**src/rtl/ram_port_arbiter.sv**
```systemverilog
// ----------------------------------------------------------------------------
// ram_port_arbiter : shares one single-port RAM between three readers and one
//                    writer using a rotating-priority grant.
// Revision 1.0 - initial release
// ----------------------------------------------------------------------------
`default_nettype none

module ram_port_arbiter #(
  parameter  int AXI_WIDTH      = 128,
  parameter  int AXI_ADDR_WIDTH = 32,
  parameter  int WR_PRIORITY    = 0,
  localparam int LSB            = $clog2(AXI_WIDTH) - 3,
  localparam int AW             = AXI_ADDR_WIDTH - LSB
) (
  input  logic                     clk,
  input  logic                     rst,
  input  logic [2:0]               rd_valid,
  input  logic [3*AW-1:0]          rd_addr,
  output logic [2:0]               rd_ready,
  output logic [3*AXI_WIDTH-1:0]   rd_data,
  output logic [2:0]               rd_rvalid,
  input  logic                     wr_valid,
  output logic                     wr_ready,
  input  logic [AW-1:0]            wr_addr,
  input  logic [AXI_WIDTH-1:0]     wr_data,
  input  logic [AXI_WIDTH/8-1:0]   wr_strb,
  output logic                     mem_ren,
  output logic                     mem_wen,
  output logic [AW-1:0]            mem_addr,
  output logic [AXI_WIDTH-1:0]     mem_wdata,
  output logic [AXI_WIDTH/8-1:0]   mem_strb,
  input  logic [AXI_WIDTH-1:0]     mem_rdata
);

  localparam logic [1:0] c_WR_IDX = 2'd3;

  logic [1:0]                 r_ptr;
  logic                       r_pending;
  logic [1:0]                 r_tag;
  logic [3*AXI_WIDTH-1:0]     r_rd_data;
  logic [2:0]                 r_rd_rvalid;

  logic [3:0] w_req;
  logic       w_gnt;
  logic [1:0] w_gidx;
  logic       w_rd_gnt;
  logic       w_wr_gnt;

  assign w_req = {wr_valid, rd_valid};

  // Scan from the highest offset down so the requester closest to r_ptr wins.
  always_comb begin
    w_gnt  = 1'b0;
    w_gidx = 2'd0;
    if (!rst) begin
      if (WR_PRIORITY != 0 && wr_valid) begin
        w_gnt  = 1'b1;
        w_gidx = c_WR_IDX;
      end else begin
        for (int k = 3; k >= 0; k--) begin
          if (w_req[r_ptr + 2'(k)]) begin
            w_gnt  = 1'b1;
            w_gidx = r_ptr + 2'(k);
          end
        end
      end
    end
  end

  assign w_rd_gnt = w_gnt && (w_gidx != c_WR_IDX);
  assign w_wr_gnt = w_gnt && (w_gidx == c_WR_IDX);

  always_comb begin
    rd_ready = 3'b000;
    mem_addr = '0;
    for (int i = 0; i < 3; i++) begin
      if (w_rd_gnt && w_gidx == 2'(i)) begin
        rd_ready[i] = 1'b1;
        mem_addr    = rd_addr[i*AW +: AW];
      end
    end
    if (w_wr_gnt) begin
      mem_addr = wr_addr;
    end
  end

  assign wr_ready  = w_wr_gnt;
  assign mem_ren   = w_rd_gnt;
  assign mem_wen   = w_wr_gnt;
  assign mem_wdata = w_wr_gnt ? wr_data : '0;
  assign mem_strb  = w_wr_gnt ? wr_strb : '0;

  // RAM data arrives the cycle after mem_ren; r_tag remembers whose it is.
  always_ff @(posedge clk) begin
    if (rst) begin
      r_ptr       <= 2'd0;
      r_pending   <= 1'b0;
      r_tag       <= 2'd0;
      r_rd_data   <= '0;
      r_rd_rvalid <= 3'b000;
    end else begin
      r_rd_rvalid <= 3'b000;
      if (r_pending) begin
        for (int i = 0; i < 3; i++) begin
          if (r_tag == 2'(i)) begin
            r_rd_data[i*AXI_WIDTH +: AXI_WIDTH] <= mem_rdata;
            r_rd_rvalid[i]                      <= 1'b1;
          end
        end
      end
      r_pending <= w_rd_gnt;
      if (w_rd_gnt) begin
        r_tag <= w_gidx;
      end
      if (w_rd_gnt || (w_wr_gnt && WR_PRIORITY == 0)) begin
        r_ptr <= w_gidx + 2'd1;
      end
    end
  end

  assign rd_data   = r_rd_data;
  assign rd_rvalid = r_rd_rvalid;

endmodule

`default_nettype wire

```
**config.mk**
```make
export PLATFORM = sky130hd
export DESIGN_NAME = ram_port_arbiter
export DESIGN_NICKNAME = d
export VERILOG_FILES = /design/src/rtl/ram_port_arbiter.sv
export SDC_FILE = /design/constraint.sdc
export NUM_CORES = 1
export LEC_CHECK = 0
export CAP_MARGIN = 30
export CORE_AREA = 2 2 370 372
export DETAILED_ROUTE_END_ITERATION = 6
export DIE_AREA = 0 0 372 374
export SLEW_MARGIN = 20
export SYNTH_ARGS = -nofsm -noshare
export SYNTH_HDL_FRONTEND = slang
export SYNTH_SLANG_ARGS = --single-unit
```
**constraint.sdc**
```tcl
create_clock -name clk -period 3.21 [get_ports clk]
set_input_delay 0.321 -clock clk [delete_from_list [all_inputs] [get_ports clk]]
set_output_delay 0.321 -clock clk [all_outputs]
set_load 0.03 [all_outputs]
```
Word-level counts from Yosys, hierarchy flattened
Cells that the tools add are included.
{"block": "totals", "wordCells": 64, "output_inout_bits": 565, "in_bits": 390, "ff_bits": 392}
{"block": "op_classes", "n_reduce_logical": 12, "n_bitwise": 1, "n_eq_ne": 6, "n_addsub": 4, "n_mux": 30, "n_lt_le_gt_ge": 4}
{"operator": "two-way mux 128 bit", "count": 1}
{"operator": "two-way mux 28 bit", "count": 4}
{"operator": "two-way mux 16 bit", "count": 1}
{"operator": "two-way mux 1 bit", "count": 15}
{"operator": "< comparator 2 x 3 -> 1 bit (second input constant)", "count": 4}
{"operator": "two-way mux 2 bit", "count": 5}
{"operator": "binary-select mux 1 bit (select 2 bit)", "count": 4}
{"operator": "equality test 2 bit (second input constant)", "count": 3}
{"operator": "AND reduction 2 bit", "count": 3}
{"operator": "logical AND 1 bit", "count": 5}
{"operator": "adder 2 x 1 -> 2 bit (second input constant)", "count": 2}
{"operator": "adder 2 bit (second input constant)", "count": 2}
{"operator": "equality test 2 x 1 -> 1 bit (second input constant)", "count": 2}
{"operator": "logical NOT 2 bit", "count": 2}
{"operator": "!= test 2 bit (second input constant)", "count": 1}
{"operator": "OR reduction 2 bit", "count": 1}
{"operator": "logical OR 1 bit", "count": 1}
{"operator": "inverter 1 bit", "count": 1}

Depth between registers and ports, before layout
{"block": "logic_depth", "ltp_word": 15, "ltp_mapped": 11, "ltp_nobuf": 9}

Worst setup path before layout
No wires, ideal clock.
{"block": "synth_path", "path_kind": "input to output", "startpoint": "input rst", "endpoint": "output mem_addr[10]", "t_arrival_ns": 2.324, "slack_ns": 0.565, "cell_stages": 10, "path_cell_list": "clkbuf_1 -> clkbuf_1 -> nor3_1 -> ha_1 -> nor2b_1 -> buf_2 -> buf_1 -> a22oi_1 -> o21ai_0 -> a22o_1"}
{"block": "synth_via", "elab_chain_cells": 8, "word_cells_on_any_way": 16, "classes_between": "eq/ne (4); mux (6); reduce/logical (6)"}
{"element": "from (decl)", "line": "16", "source": "input logic rst,"}
{"element": "two-way mux 2 bit (*)", "line": "55", "source": "if (!rst) begin"}
{"element": "named net w_gidx[0]", "line": "45", "source": "logic [1:0] w_gidx;"}
{"element": "!= test 2 bit", "line": "70", "source": "assign w_rd_gnt = w_gnt && (w_gidx != c_WR_IDX);"}
{"element": "logical AND 1 bit", "line": "70"}
{"element": "logical AND 1 bit", "line": "77", "source": "if (w_rd_gnt && w_gidx == 2'(i)) begin"}
{"element": "two-way mux 28 bit (3 in series)", "line": "77"}
{"element": "two-way mux 28 bit (*)", "line": "82", "source": "if (w_wr_gnt) begin"}
{"element": "to (decl)", "line": "29", "source": "output logic [AW-1:0] mem_addr,"}
The timed path passes the listed nets; every way through them passes the cells marked *.

Worst setup path in the final report
{"block": "layout_path", "startpoint": "register r_ptr[0]", "endpoint": "output mem_wdata[66]"}
{"block": "layout_via", "elab_chain_cells": 11, "word_cells_on_any_way": 24, "classes_between": "add/sub (3); eq/ne (1); mux (19); reduce/logical (1)"}
{"element": "from (decl)", "line": "37", "source": "logic [1:0] r_ptr;"}
{"element": "from (signal assigned)", "line": "116", "source": "r_ptr <= w_gidx + 2'd1;"}
{"element": "adder 2 bit", "line": "61, 63"}
{"element": "binary-select mux 1 bit (select 2 bit)", "line": "61", "source": "if (w_req[r_ptr + 2'(k)]) begin"}
{"element": "two-way mux 1 bit (implied by the code)", "line": "61"}
{"element": "two-way mux 2 bit (3 in series)", "line": "61"}
{"element": "two-way mux 2 bit (*)", "line": "61"}
{"element": "two-way mux 2 bit (*)", "line": "55"}
{"element": "named net w_gidx[0]", "line": "45"}
{"element": "equality test 2 bit (*)", "line": "71", "source": "assign w_wr_gnt = w_gnt && (w_gidx == c_WR_IDX);"}
{"element": "logical AND 1 bit (*)", "line": "71"}
{"element": "two-way mux 128 bit (*)", "line": "90", "source": "assign mem_wdata = w_wr_gnt ? wr_data : '0;"}
{"element": "to (decl)", "line": "30", "source": "output logic [AXI_WIDTH-1:0] mem_wdata,"}
The timed path passes the listed nets; every way through them passes the cells marked *. The select of a mux whose other input is x is not followed.

==> impl_metrics.yaml <==
setup_path:
  cp_cell_sequence: "inv_2, a221oi_2, a21oi_2, nor3_4, ha_4, nor3b_4, buf_12, buf_12, buf_8, buf_12, buf_8, buf_6, and2_4, buf_6"
  cp_top_family: "buffers and inverters"
  path_common_cell: "buf_12"
  critPathSlowestCell: "dfxtp_2"
  cp.arrival_ns: 2.95
  path_max_fanout: 4
  cp-end-kind: "output pin"
  slowest_delay_ns: 0.35
  start_kind: "flip-flop"
  worstPathRequired_ns: 2.89
  worstSetupPathType: "flip-flop to output pin"
  crit_buf_inv: 8
timing:
  timing.fmax_mhz: 306
  tns_ns: -0.417
  setup_slack_ns: -0.0560
  slew_violations: 0
  worst_pin_slew_ns: 1.23
  setup_viol_count_final: 11
  rsz0062_at_grt: "yes"
  skew_ns: 0.0387
  hold_ws_ns: 0.267
  min_period_ns: 3.27
  max_slew_margin_pct: 17.8
  hold_viol: 0
  fin_crit_sh_pct: 102
cts:
  clkTransAtPathRegs_ns: 0.06
  cts_num_sinks: 392
  cts_max_level: 2
  cts_buffer_depth: 3
  clk_latency_ns: 0.62
  cts_root_buffer: "clkbuf_16"
  cts_tree: "built"
  numCtsBuffers: 46
route:
  ant_nets: 0
  post_drt_wl_per_cell_um: 22.5
  wirelength_um: 108000
  dr.first_iter.drc_count: 1066
  via_count: 18100
  drc: 0
  dr.pass1.iters: 5
  vias_per_cell: 3.79
global_routing:
  grt_pass1_wl_um: 143000
  grt_use_total_pct: 14.6
  grt_pass1_vias: 17400
  grt_overflow: 0
  grt_max_degree: 194
  antenna_found_initial: 67
pwr:
  peakVddDrop_mv: 0.316
  leakagePower_nw: 11.0
  power_mw: 14.2
  powerDensity_nw_per_um2: 456
synth:
  synth_cells: 2008
  ys_top_cells_by_area: "dfxtp_1 (51%), nand2_1 (20%), a21oi_1 (13%)"
  synth_largest_area_cell: "dfxtp_1"
  yosys.area.top_type_share_pct: 51.4
  synth.most_common_cell: "nand2_1"
  synth_common_cells: "nand2_1 (796), dfxtp_1 (392), a21oi_1 (388), and2_1 (147), clkbuf_1 (76)"
  synth_cell_types: 31
  yosys_warnings: 0
  synthesis.nets: 2402
  ys.flop_type: "dfxtp_1"
  ys_ff_latch: 392
  avgSynthCellArea_um2: 7.61
  async_flop_share_pct: 0
  yosysSeqAreaShare_pct: 51.4
  synth_area_um2: 15300
  synth-edff-count: 0
die:
  die_y_um: 374
  rows: 135
  start_util_pct: 11.3
  ios: 955
  core-area_um2: 135000
  die-area_um2: 139000
  die_width_um: 372
status:
  status: "finished, violations left"
  violations: "setup timing"
finish:
  nets: 3340
  area_growth_pct: 104
  drive_above_1_share_pct: 17.9
placement:
  port_buffers: 954
  gp_congestion: 0.851
  post-dp-hpwl_um: 83300
  dp_slack_ns: -0.457
worst_hold_path:
  hold_class: "input pin to flip-flop"
job:
  cap_violations: 0
-- where the power goes --
part | total, mW | switching [mW] | leakage, nW | internal, mW
registers | 5.25 | 0.133 | 3.19 | 5.12
clock network | 5.66 | 2.26 | 0.803 | 3.40
logic | 3.29 | 1.88 | 6.99 | 1.41
-- final timing paths --
check	start	endpoint	slack, ns	cells past startpoint
setup reg to reg	r_tag[1]	rd_data[324]	1.30	4
hold reg to reg	rd_data[32]	rd_data[32]	0.45	2
hold / removal	rd_valid[1]	r_ptr[1]	0.27	4
setup / recovery	r_ptr[0]	mem_wdata[66]	-0.06	14
-- per-stage QoR --
stage                     utilization [%]  std cells  instance area [um^2]
after floorplan                         -       2008                 15300
after global placement               20.7       4632                 27900
after detailed placement             20.7       4632                 27900
after CTS                            22.8       4758                 30700
after global routing                 23.0       4768                 31100
final                                23.1       4771                 31100
-- layout by cell type, fill, tap and decap left out, drive strengths merged, types with 2 or more instances in the layout --
| cell type | count |
|---|---|
| dlymetal6s2s | 2 |
| bufinv | 5 |
| clkbuf | 68 |
| nor3b | 4 |
| dlygate4sd3 | 2 |
| a22o | 28 |
| a21oi | 388 |
| a22oi | 29 |
| and2 | 147 |
| nor2 | 5 |
| dfxtp | 392 |
| buf | 275 |
| nand2 | 796 |
| o21ai | 29 |
| ha | 4 |
| diode | 8 |
| inv | 10 |
| nand3b | 2 |
| clkinv | 6 |
| clkdlybuf4s50 | 773 |
| nor3 | 4 |
-- registers in the layout, summed over array words and instances (netlist names) --
signal	flops
r_ptr	2
r_tag	2
rd_rvalid	3
rd_data	384
r_pending	1
-- worst register-to-register path, stage by stage (launching register included) --
cell and delay (ns):
dfxtp_1 0.50, and3_4 0.69, buf_12 0.38, nand2_1 0.10, a21oi_1 0.13
-- metal layers --
metal  GRT usage, %  part of all wire [%]
met5              0                 0.096
met4           5.14                   4.0
met3           4.03                   7.6
met2           24.9                    48
met1           17.5                    40
-- repair_timing --
| item | CTS | global route |
|---|---|---|
| endpoints found under the hold margin | 13 | 0 |
| pin swaps | 31 | 36 |
| setup buffers | 28 | 11 |
| hold buffers | 2 | 0 |
| gates resized for setup | 340 | 118 |
| setup endpoints to repair | 157 | 160 |
| gates cloned | 13 | 1 |
-- logic make-up after synthesis --
| group | share of synthesized area, % |
|---|---|
| flops | 51.4 |
| buf+inv | 4.81 |
| simple gates | 26.5 |
| mux | 0.0655 |
| compound gates | 16.9 |
| fa+ha+maj | 0.328 |
-- cell type report --
cell class                      count  area (um^2)
Inverter                            5         18.8
Fill cell                       14700       104000
Tap cell                         1781         2230
Clock inverter                     17          243
Timing Repair Buffer             1053        12000
Clock buffer                       67         1380
Multi-Input combinational cell   1448         7320
Antenna cell                        8         20.0
Sequential cell                   392         7850
Power figures use the tool's default switching activity.
